File: config.mk
export PLATFORM = sky130hd
export DESIGN_NAME = sum_window_accum_flat
export DESIGN_NICKNAME = d
export VERILOG_FILES = /design/src/rtl/sum_window_accum_if.sv /design/src/rtl/sum_window_accum.sv /design/src/flat_wrapper.sv
export SDC_FILE = /design/constraint.sdc
export NUM_CORES = 1
export LEC_CHECK = 0
export ABC_AREA = 1
export BUFFER_PORTS_ARGS = -buffer_cell sky130_fd_sc_hd__buf_2
export CAP_MARGIN = 15
export CORE_MARGIN = 5
export CORE_UTILIZATION = 40
export CTS_CLUSTER_SIZE = 24
export DETAILED_ROUTE_END_ITERATION = 6
export MAX_ROUTING_LAYER = met4
export PLACE_DENSITY = 0.72
export SYNTH_ARGS = -nofsm -noshare
export SYNTH_HDL_FRONTEND = slang
export SYNTH_SLANG_ARGS = --single-unit
File: constraint.sdc
create_clock -name clk -period 5.3 [get_ports clk]
set_input_delay 0.795 -clock clk [delete_from_list [all_inputs] [get_ports clk]]
set_output_delay 0.795 -clock clk [all_outputs]
set_load 0.005 [all_outputs]
File: src/rtl/sum_window_accum_if.sv
// sum_window_accum_if: sample input and window-result handshakes for sum_window_accum.
interface sum_window_accum_if #(
  parameter int WIDTH = 8,
  parameter int COUNT = 4,
  parameter int ACC_WIDTH = 10
);
  localparam int CW = $clog2(COUNT + 1);
  logic                 in_valid;
  logic                 in_ready;
  logic [WIDTH-1:0]     in_data;
  logic                 flush;
  logic                 out_valid;
  logic                 out_ready;
  logic [ACC_WIDTH-1:0] out_sum;
  logic [CW-1:0]        out_count;
  logic                 out_ovf;
  modport master (
    output in_valid, in_data, flush, out_ready,
    input  in_ready, out_valid, out_sum, out_count, out_ovf
  );
  modport slave (
    input  in_valid, in_data, flush, out_ready,
    output in_ready, out_valid, out_sum, out_count, out_ovf
  );
endinterface

File: src/rtl/sum_window_accum.sv
// sum_window_accum: accumulates up to COUNT samples per window, emits total/count/carry flag.
module sum_window_accum #(
  parameter int WIDTH = 8,
  parameter int COUNT = 4,
  parameter int ACC_WIDTH = 10
) (
  input logic clk,
  input logic rst,
  sum_window_accum_if.slave bus
);
  localparam int CW = $clog2(COUNT + 1);
  typedef enum logic {ACCUM, HOLD} state_t;
  state_t               state_q, state_d;
  logic [ACC_WIDTH-1:0] acc_q, acc_d, sum_q, sum_d, new_acc;
  logic [CW-1:0]        cnt_q, cnt_d, ocnt_q, ocnt_d, new_cnt;
  logic                 ovf_q, ovf_d, oovf_q, oovf_d, new_ovf;
  logic [ACC_WIDTH:0]   add_w;
  logic                 accept, take, close;
  assign bus.out_valid = state_q == HOLD;
  assign bus.in_ready  = state_q == HOLD ? bus.out_ready : ~rst;
  assign bus.out_sum   = sum_q;
  assign bus.out_count = ocnt_q;
  assign bus.out_ovf   = oovf_q;
  assign accept = bus.in_valid & bus.in_ready;
  assign take   = bus.out_valid & bus.out_ready;
  // acc/cnt/ovf are already cleared while in HOLD, so a take-cycle sample starts a fresh window
  always_comb begin
    add_w   = {1'b0, acc_q} + (ACC_WIDTH + 1)'(bus.in_data);
    new_acc = accept ? add_w[ACC_WIDTH-1:0] : acc_q;
    new_cnt = cnt_q + CW'(accept);
    new_ovf = ovf_q | (accept & add_w[ACC_WIDTH]);
    close   = (accept & (cnt_q == CW'(COUNT - 1))) |
              (state_q == ACCUM & bus.flush & (cnt_q != '0 | accept));
    acc_d   = close ? '0 : new_acc;
    cnt_d   = close ? '0 : new_cnt;
    ovf_d   = close ? 1'b0 : new_ovf;
    sum_d   = close ? new_acc : sum_q;
    ocnt_d  = close ? new_cnt : ocnt_q;
    oovf_d  = close ? new_ovf : oovf_q;
    state_d = close ? HOLD : take ? ACCUM : state_q;
  end
  always_ff @(posedge clk or posedge rst) begin
    if (rst) begin
      state_q <= ACCUM;
      acc_q   <= '0;
      cnt_q   <= '0;
      ovf_q   <= 1'b0;
      sum_q   <= '0;
      ocnt_q  <= '0;
      oovf_q  <= 1'b0;
    end else begin
      state_q <= state_d;
      acc_q   <= acc_d;
      cnt_q   <= cnt_d;
      ovf_q   <= ovf_d;
      sum_q   <= sum_d;
      ocnt_q  <= ocnt_d;
      oovf_q  <= oovf_d;
    end
  end
endmodule
File: src/flat_wrapper.sv
// flat-port wrapper written by rule: the top's interface ports become plain ports
module sum_window_accum_flat 
#(
  parameter int WIDTH = 8,
  parameter int COUNT = 4,
  parameter int ACC_WIDTH = 10
)
  (clk, rst, bus_in_valid, bus_in_data, bus_flush, bus_out_ready, bus_in_ready, bus_out_valid, bus_out_sum, bus_out_count, bus_out_ovf);
  sum_window_accum_if #(.WIDTH(WIDTH), .COUNT(COUNT), .ACC_WIDTH(ACC_WIDTH)) bus_i ();
  input logic clk;
  input logic rst;
  input wire logic [$bits(bus_i.in_valid)-1:0] bus_in_valid;
  input wire logic [$bits(bus_i.in_data)-1:0] bus_in_data;
  input wire logic [$bits(bus_i.flush)-1:0] bus_flush;
  input wire logic [$bits(bus_i.out_ready)-1:0] bus_out_ready;
  output wire logic [$bits(bus_i.in_ready)-1:0] bus_in_ready;
  output wire logic [$bits(bus_i.out_valid)-1:0] bus_out_valid;
  output wire logic [$bits(bus_i.out_sum)-1:0] bus_out_sum;
  output wire logic [$bits(bus_i.out_count)-1:0] bus_out_count;
  output wire logic [$bits(bus_i.out_ovf)-1:0] bus_out_ovf;
  assign bus_i.in_valid = bus_in_valid;
  assign bus_i.in_data = bus_in_data;
  assign bus_i.flush = bus_flush;
  assign bus_i.out_ready = bus_out_ready;
  assign bus_in_ready = bus_i.in_ready;
  assign bus_out_valid = bus_i.out_valid;
  assign bus_out_sum = bus_i.out_sum;
  assign bus_out_count = bus_i.out_count;
  assign bus_out_ovf = bus_i.out_ovf;
  sum_window_accum #(.WIDTH(WIDTH), .COUNT(COUNT), .ACC_WIDTH(ACC_WIDTH)) u_core (.clk(clk), .rst(rst), .bus(bus_i));
endmodule
* After elaboration in Yosys (flattened, before gate mapping)
Cells that the tools add are included.
** Cells by class
- Add/sub/neg operators :: 2
- Equal/unequal tests :: 1
- Multiplexer cells :: 7
- Bitwise logic cells :: 11
- Reduce and logical (&&, ||, !) cells :: 2
** Operators with widths (count)
- $mux W10 :: 2
- $add A10 B8 Y11 :: 1
- $and A1 B1 Y1 :: 6
- $mux W1 :: 4
- $add A3 B1 Y3 :: 1
- $eq A3 B2 Y1 const B :: 1
- $mux W3 :: 1
- $or A1 B1 Y1 :: 3
- $reduce_bool A3 Y1 :: 1
- $not A1 Y1 :: 2
- $reduce_bool A2 Y1 :: 1
** Storage, ports and cells
- Flip-flop bits (word level) :: 29
- Bits of input ports :: 13
- Word-level logic and storage cells :: 30

* Longest topological paths before layout
Gate-level depths: netlist (run 1).
- Depth in word-level cells :: 7
- Depth in mapped cells :: 12

* Worst setup path before layout (run 1)
OpenSTA, ideal clock, no wires.
- Path kind :: input port to flip-flop
- Start point :: input port bus_in_data[0]
- End point :: register u_core.oovf_q, in the netlist u_core.bus.out_ovf
- Setup time :: 0.116 ns
- Arrival time :: 2.072 ns
- Data required time :: 5.184 ns
- Path slack :: 3.111 ns
- Stages :: 11
- Path buffers :: 0
- Cells stage by stage :: ha_1 -> fa_1 -> nand2_1 -> nand3_1 -> and2_1 -> nand2_1 -> nand2_1 -> nand3b_1 -> nand2_1 -> nand2_1 -> nand2_1
** On the way
- Word-level cells in the longest chain between the ends :: 3
** RTL lines
- start: declaration :: RTL line flat_wrapper.sv:13 : input wire logic [$bits(bus_i.in_data)-1:0] bus_in_data;
- $add A10 B8 Y11 :: RTL line sum_window_accum.sv:28 : add_w = {1'b0, acc_q} + (ACC_WIDTH + 1)'(bus.in_data);
- $and A1 B1 Y1 :: RTL line sum_window_accum.sv:31 : new_ovf = ovf_q | (accept & add_w[ACC_WIDTH]);
- $or A1 B1 Y1 :: RTL line sum_window_accum.sv:31
- end signal: assignment :: RTL line sum_window_accum.sv:58 : oovf_q <= oovf_d;
- end: declaration :: RTL line sum_window_accum.sv:16 : logic ovf_q, ovf_d, oovf_q, oovf_d, new_ovf;
Every way passes these cells.
A chain may end at the register's enable or synchronous reset.

* Final worst setup path (run 1)
Ends and elaborated chain as after synthesis.

==> run summary, run 1 <==
CTS Buffer Depth - 2
Mapped Area - 1760 um^2
# rows - 24
Max VDD drop - 0.239 mV
Synth area leader - dfrtp_1
Fmax - 464 MHz
CP startpoint - bus_in_data[0]
Clock Latency Late Sink - 0.29 ns
Post-synth net total - 247
CTS tree - built
DRC - 0
Synth warnings - 0
Flop pwr share - 34.5%
Ratio of cells with drive above 1 in the final layout - 23.5%
GRT overflow - 0
Post-DP HPWL - 2.70 mm
Max Cap Viol - 0
First-pass GRT wire length - 6.24 mm
CTS H-tree lvls - 2
Status - finished clean
Hold Path Class - flip-flop to flip-flop
FILL cells - 437
Post-CTS Hold Fix Bufs - 0
Hold Crit Start - u_core.bus.out_sum[8]
CP required - 5.47 ns
Seq/Total Area, Yosys - 41.3%
Via count - 1454
Critical path peak fanout - 4
Die Span Y - 76.2 um
Total GRT Usage - 13.3%
Wire per inst - 11.5 um
Sw frac - 43.4%
Area growth syn-to-layout - 15.9%
Slew @ Worst Pin - 0.612 ns
Setup TNS Final - 0 ns
Root Driver - clkbuf_8
Core area - 4290 um^2
Die Width - 76.2 um
Mapped Cells - 223
Clk sinks - 29
1st-pass router iterations - 4
Syn avg cell area - 7.87 um^2
Min cycle time layout - 2.16 ns
IO Port Bufs - 28
Max_slew headroom - 59.2%
CP Capture Type - flip-flop
Crit share post-route - 40.7%
Slew Limit Fails - 0
Hold Vio Cnt, Final - 0
Worst setup margin - 3.14 ns
Routed wire length - 3.54 mm
Synthesized flop and latch total - 29
Pin count of the biggest net entering global routing - 30
Number of buffers created by CTS - 5
Crit path launch type - primary input
Initial detailed-routing violation count - 102
Post-Place Cells - 298
Switch Pwr - 0.000451 W
Synth unique cells - 31
Post-DRT Antenna Nets - 0
Kind of critical path - primary input to flip-flop
Postcts setup bufs - 0
Top-area cell type share of the netlist area - 41.3%
Antenna diode count - 0
Die area - 5810 um^2
P_int - 0.000588 W
Final setup viols - 0
I/O pins - 29
Post-route insts no fill - 307
Clock transition at path regs - 0.06 ns
Synth top area cells - dfrtp_1 41%, nand2_1 16%, ha_1 7.1%, inv_1 6.2%, nand3_1 5.1%
Worst slack at placement - 2.86 ns
Vias in the first global route - 1469
Post-CTS sizing - 0
Vias/cell - 4.74
Worst r2r src - u_core.acc_q[0]
Final nets - 278
CP arrival - 2.33 ns
Clock network fraction of design power - 17.2%
Post-Route Skew - 0.0102 ns
Leakage - 1.17 nW
P per Cell Area - 510 nW/um^2
Combinational share of power - 48.3%
Initial Utilization - 40.9%
Unrepaired setup endpoints after global routing - false
Gp weighted congestion - 0.881
Initial antenna violation count - 0
cell usage after synthesis:
cell      instances
inv_4             1
nand4_1           1
a21oi_1           7
or2_2             1
o21ai_2           5
dfrtp_1          29
nor2_1           12
xnor2_1           1
inv_1            29
xor2_1            1
o21ai_0           3
nor3_1            1
buf_6             2
nand4_2           1
nand3b_1          2
nand2_1          76
nand2_4           3
a21oi_2           1
ha_1             10
buf_4             1
buf_2             2
nor2_8            1
a21o_1            1
nand3_2           1
o21a_1            1
a21boi_0          1
nand2_2           7
nand3_1          18
inv_2             2
fa_1              1
and2_1            1
placed cells by master, fill, tap and decap left out, drive strengths merged, types with 2 or more instances in the layout:
master | Yosys | routed
nand3b | 2 | 2
nand2 | 86 | 86
nand4 | 2 | 2
clkinv | 0 | 2
nand3 | 19 | 19
buf | 5 | 29
clkbuf | 0 | 5
nor2 | 13 | 13
ha | 10 | 10
o21ai | 8 | 8
a21oi | 8 | 8
inv | 32 | 32
dfrtp | 29 | 29
metal layers:
| layer | GRT usage, % | share of wire, % | vias up |
|---|---|---|---|
| met5 | - | 0 | - |
| met2 | 22.6 | 49 | 27 |
| met3 | 3.55 | 3.6 | 8 |
| li1 | - | - | 755 |
| met4 | 4.72 | 1.7 | 0 |
| met1 | 15.1 | 46 | 664 |
power groups by stage:
stage          combinational (W)  clock (W)  sequential (W)
3_3_place_gp            0.000494          0        0.000358
2_1_floorplan           0.000398          0        0.000357
4_1_cts                 0.000507   0.000183        0.000359
6_report                0.000501   0.000179        0.000358
5_1_grt                 0.000575   0.000194        0.000371
3_5_place_dp            0.000503          0        0.000362
path summary, 6_finish.rpt:
kind	endpoint	cells after the start	slack [ns]
worst min register to register	u_core.bus.out_sum[8]	2	0.47
worst max register to register	u_core.bus.out_ovf	11	3.39
worst min-delay path	u_core.bus.out_sum[8]	2	0.47
max in group asynchronous	u_core.acc_q[6]	3	4.21
min in group asynchronous	u_core.acc_q[1]	2	0.59
worst max-delay path	u_core.bus.out_ovf	12	3.14
sequential cells by signal, indices dropped and copies added (netlist names):
signal / count
u_core.acc_q: 10
u_core.bus.out_count: 3
u_core.bus.out_ovf: 1
u_core.bus.out_sum: 10
u_core.bus.out_valid: 1
u_core.cnt_q: 3
u_core.ovf_q: 1
metrics by stage:
step	utilization, %	hold WS [ns]	total power, W	instance area (um^2)
detailed placement	44.7	0.462	0.000866	1920
global placement	44.7	0.458	0.000852	1920
floorplan	-	0.465	0.000755	1760
global route	47.4	0.505	0.00114	2030
finish	47.4	0.473	0.00104	2030
CTS	46.7	0.478	0.00105	2010
layout make-up:
| class | instances | area (um^2) | share of cell area (%) |
|---|---|---|---|
| Inverter | 32 | 123 | 6.03 |
| Clock buffer | 5 | 68.8 | 3.38 |
| Tap cell | 52 | 65.1 | 3.20 |
| Multi-Input combinational cell | 157 | 867 | 42.6 |
| Clock inverter | 3 | 17.5 | 0.861 |
| Timing Repair Buffer | 29 | 168 | 8.24 |
| Sequential cell | 29 | 726 | 35.7 |
critical path: stages:
cell and delay [ns]:
buf_2 0.10, ha_1 0.24, fa_1 0.42, nand2_1 0.10, nand3_1 0.10, and2_1 0.17
nand2_1 0.05, nand2_1 0.08, nand3b_1 0.11, nand2_1 0.06, nand2_1 0.05, nand2_1 0.05
kinds of logic (layout without fill, tap and decap cells):
family | Yosys count | count (layout) | share of synthesized area [%]
DFF | 29 | 29 | 41.3
and+or+nand+nor | 125 | 125 | 33.0
buffers and inverters | 37 | 69 | 9.27
AOI/OAI and AO/OA | 19 | 19 | 7.13
xor gates and xnor gates | 2 | 2 | 0.998
adders and majority gates | 11 | 11 | 8.27
No activity file was read; power rests on OpenSTA's default activity.
==> run 2: changes to the inputs <==
--- a/config.mk
+++ b/config.mk
@@ -5,7 +5,7 @@
 export SDC_FILE = /design/constraint.sdc
 export NUM_CORES = 1
 export LEC_CHECK = 0
-export ABC_AREA = 1
+export ABC_AREA = 0
 export BUFFER_PORTS_ARGS = -buffer_cell sky130_fd_sc_hd__buf_2
 export CAP_MARGIN = 15
 export CORE_MARGIN = 5
@@ -13,7 +13,7 @@
 export CTS_CLUSTER_SIZE = 24
 export DETAILED_ROUTE_END_ITERATION = 6
 export MAX_ROUTING_LAYER = met4
-export PLACE_DENSITY = 0.72
+export PLACE_DENSITY = 0.75
 export SYNTH_ARGS = -nofsm -noshare
 export SYNTH_HDL_FRONTEND = slang
 export SYNTH_SLANG_ARGS = --single-unit
==> constraint.sdc (replaced) <==
create_clock -name clk -period 1.95 [get_ports clk]
set_input_delay 0.2925 -clock clk [delete_from_list [all_inputs] [get_ports clk]]
set_output_delay 0.2925 -clock clk [all_outputs]
set_load 0.005 [all_outputs]
==> run 2 against run 1 <==
  * Sequential cell count unchanged
  * Setup slack worse by 3.1 ns
  * First-iteration DRC count is 37% lower
  * Sequential share of layout area is 0.47 points higher
  * Critical endpoint is now u_core.bus.out_sum[4]
  * Largest power group unchanged
==> run summary, run 2 <==
Status - finished clean
Fmax - 526 MHz
Largest family of logic cells by synthesized area - compound AO/OA/AOI/OAI gates
Root Driver - clkbuf_8
Post-Synth Simple-Gate Area - 15.3% (-18 points)
Placed inst area - 1790 um^2 (-6.7%)
Mapped Area - 1560 um^2 (-11%)
Clock transition at path regs - 0.06 ns (about the same)
Setup TNS Final - 0 ns (unchanged)
R2R setup slack - 0.05 ns (-3.34 ns)
Die area - 5240 um^2 (-9.8%)
Seq/Total Area, Yosys - 46.6% (+5.2 points)
CP Capture Type - flip-flop
Reg-to-reg endpoint - u_core.bus.out_sum[4]
CP startpoint - u_core.acc_q[0]
Post-DP HPWL - 2.39 mm (-11%)
Ratio of cells with drive above 1 in the final layout - 35.0% (+11 points)
Synthesized flop and latch total - 29 (unchanged)
Worst setup margin - 0.0473 ns (-3.10 ns)
CTS H-tree lvls - 2 (unchanged)
Top-area cell type share of the netlist area - 46.6% (+5.2 points)
1st-pass router iterations - 4 (unchanged)
Hold Vio Cnt, Final - 0 (unchanged)
Post-Route Skew - 0.00272 ns (-0.00745 ns)
Crit share post-route - 97.6%
# rows - 22 (-8.3%)
CP max stage cell - dfrtp_1
FILL cells - 316 (-28%)
Routed wire length - 3.26 mm (-7.8%)
Gp weighted congestion - 0.888 (+0.83%)
Slew Limit Fails - 0 (unchanged)
Antenna diode count - 0 (unchanged)
Min cycle time layout - 1.90 ns
Vias/cell - 5.09 (+7.5%)
Via count - 1247 (-14%)
Worst r2r src - u_core.acc_q[0]
Crit path launch type - flip-flop
IO Port Bufs - 28 (unchanged)
Slew @ Worst Pin - 0.351 ns (-0.261 ns)
Post-DRT Antenna Nets - 0 (unchanged)
Max Cap Viol - 0 (unchanged)
GRT overflow - 0 (unchanged)
Hold Path Class - primary input to flip-flop
Kind of critical path - flip-flop to flip-flop
Main synth FF type - dfrtp_1
Unrepaired setup endpoints after global routing - true
Synth warnings - 0 (unchanged)
Final setup viols - 0 (unchanged)
P per Cell Area - 1520 nW/um^2 (+200%)
Final nets - 220 (-21%)
FF-to-FF path depth - 8 (-3)
Vias in the first global route - 1242 (-15%)
Initial antenna violation count - 0 (unchanged)
I/O pins - 29 (unchanged)
Mapped Cells - 151 (-32%)
Post-synthesis mux area share - 5.38% (+5.4 points)
Async set-reset flop share out of synthesis - 100% (unchanged)
Clk sinks - 29 (unchanged)
CTS tree - built
Wire per inst - 13.3 um (+16%)
Initial Utilization - 41.9% (+1.0 points)
First-pass GRT wire length - 5.45 mm (-13%)
Largest stage delay, worst path - 0.39 ns (-0.03 ns)
Synth top cells by count - 29 x dfrtp_1, 25 x nor2_1, 17 x a21oi_1
Cells along the critical path - ha_2, fa_2, buf_6, a21o_1, a21oi_2, xnor2_1, mux2i_1, a21oi_1
Most frequent cell after synthesis - dfrtp_1
DRC - 0 (unchanged)
Max_slew headroom - 76.6% (+17 points)
Most common cell after layout, fill and taps aside - dfrtp_1
Design Area, Final - 2010 um^2 (-1.3%)
Worst slack at placement - -0.137 ns (-3.00 ns)
Number of buffers created by CTS - 5 (unchanged)
Pin count of the biggest net entering global routing - 35 (+17%)
Critical path peak fanout - 2 (-2)
Area growth syn-to-layout - 28.9%
Leakage - 0.955 nW (-19%)
Initial detailed-routing violation count - 64 (-37%)
CTS Buffer Depth - 2 (unchanged)
CP required - 2.09 ns (-3.38 ns)
Post-synth net total - 175 (-29%)
Synth top area cells - dfrtp_1 47%, ha_1 8.0%, nor2_1 6.0%, a21oi_1 5.5%, mux2i_1 3.2%
Total GRT Usage - 13.6% (+0.25 points)
Synth area leader - dfrtp_1
CP arrival - 2.05 ns (-0.28 ns)
Die Width - 72.4 um (-5.0%)
Clock Latency Late Sink - 0.27 ns (-0.02 ns)
Syn avg cell area - 10.3 um^2 (+31%)
Synth unique cells - 42 (+35%)
Core area - 3720 um^2 (-13%)
Adder-Cell Fraction of Synth Area - 9.32% (+1.0 points)
Synth Area in XOR/XNOR - 3.37% (+2.4 points)
Number of synthesized flops with an enable pin - 0 (unchanged)
Max VDD drop - 0.595 mV (+150%)
Die Span Y - 72.4 um (-5.0%)
Critical Path End - u_core.bus.out_sum[4]
Synth Area in Compound Gates - 17.4% (+10 points)
Most frequent cells in the layout - 29 x dfrtp_1, 27 x buf_2, 25 x nor2_1
==> run 2: worst min-delay path by stage <==
stage	slack [ns]	depth (start not counted)	startpoint	endpoint
3_5_place_dp	0.19	2	rst	u_core.bus.out_valid
4_1_cts	0.32	3	bus_out_ready	u_core.bus.out_valid
2_1_floorplan	0.37	1	rst	u_core.acc_q[0]
5_1_grt	0.38	3	bus_out_ready	u_core.bus.out_valid
6_report	0.36	3	bus_out_ready	u_core.bus.out_valid
3_3_place_gp	0.19	2	rst	u_core.bus.out_valid
==> run 2: layout make-up <==
type | instances | area [um^2] | share of cell area (%)
Multi-Input combinational cell | 116 | 876 | 43.6
Clock buffer | 6 | 72.6 | 3.61
Clock inverter | 2 | 10.0 | 0.498
Tap cell | 48 | 60.1 | 2.99
Timing Repair Buffer | 42 | 254 | 12.6
Sequential cell | 29 | 726 | 36.1
Inverter | 2 | 10.0 | 0.498
==> run 2: what timing repair did <==
action / in CTS / in global routing
hold endpoints to repair: 3 / 0
pin swaps: 0 / 11
cloned: 0 / 0
endpoints found under the setup margin: 7 / 10
gates resized for setup: 5 / 12
buffers inserted: 0 / 5
hold buffers: 1 / 0
==> run 2: per-stage QoR <==
stage	utilization (%)	power [W]	instances	hold slack (ns)
floorplan	-	0.00199	151	0.371
detailed placement	48.2	0.00243	232	0.193
global placement	48.2	0.00238	232	0.192
global route	54.0	0.00332	245	0.384
finish	54.0	0.00306	245	0.363
CTS	51.2	0.00294	241	0.322
==> run 2: routing by layer <==
| layer | track usage [%] | share of wire (%) | routed length (um) |
|---|---|---|---|
| met4 | 5.94 | 1.6 | 52 |
| met1 | 17.8 | 49 | 1590 |
| met3 | 3.32 | 4.1 | 133 |
| met5 | - | 0 | 0 |
| met2 | 19.9 | 46 | 1490 |
==> run 2: logic make-up after synthesis <==
family | count (synthesis)
AOI/OAI and AO/OA | 40
xor gates and xnor gates | 6
adders and majority gates | 11
buffers and inverters | 6
DFF | 29
muxes | 8
and+or+nand+nor | 51
==> run 2: worst max-delay path: cells and delay by family (launching register included) <==
family	cells	cell delay (ns)
buf+inv	1	0.13
compound gates	3	0.41
fa+ha+maj	2	0.56
flops	1	0.39
xor+xnor	1	0.08
mux	1	0.21
==> run 2: power breakdown <==
group	internal [W]	leakage, nW	switching [W]
combinational	0.000756	0.548	0.000803
sequential	0.000867	0.362	0.000178
clock	0.000246	0.0450	0.000205
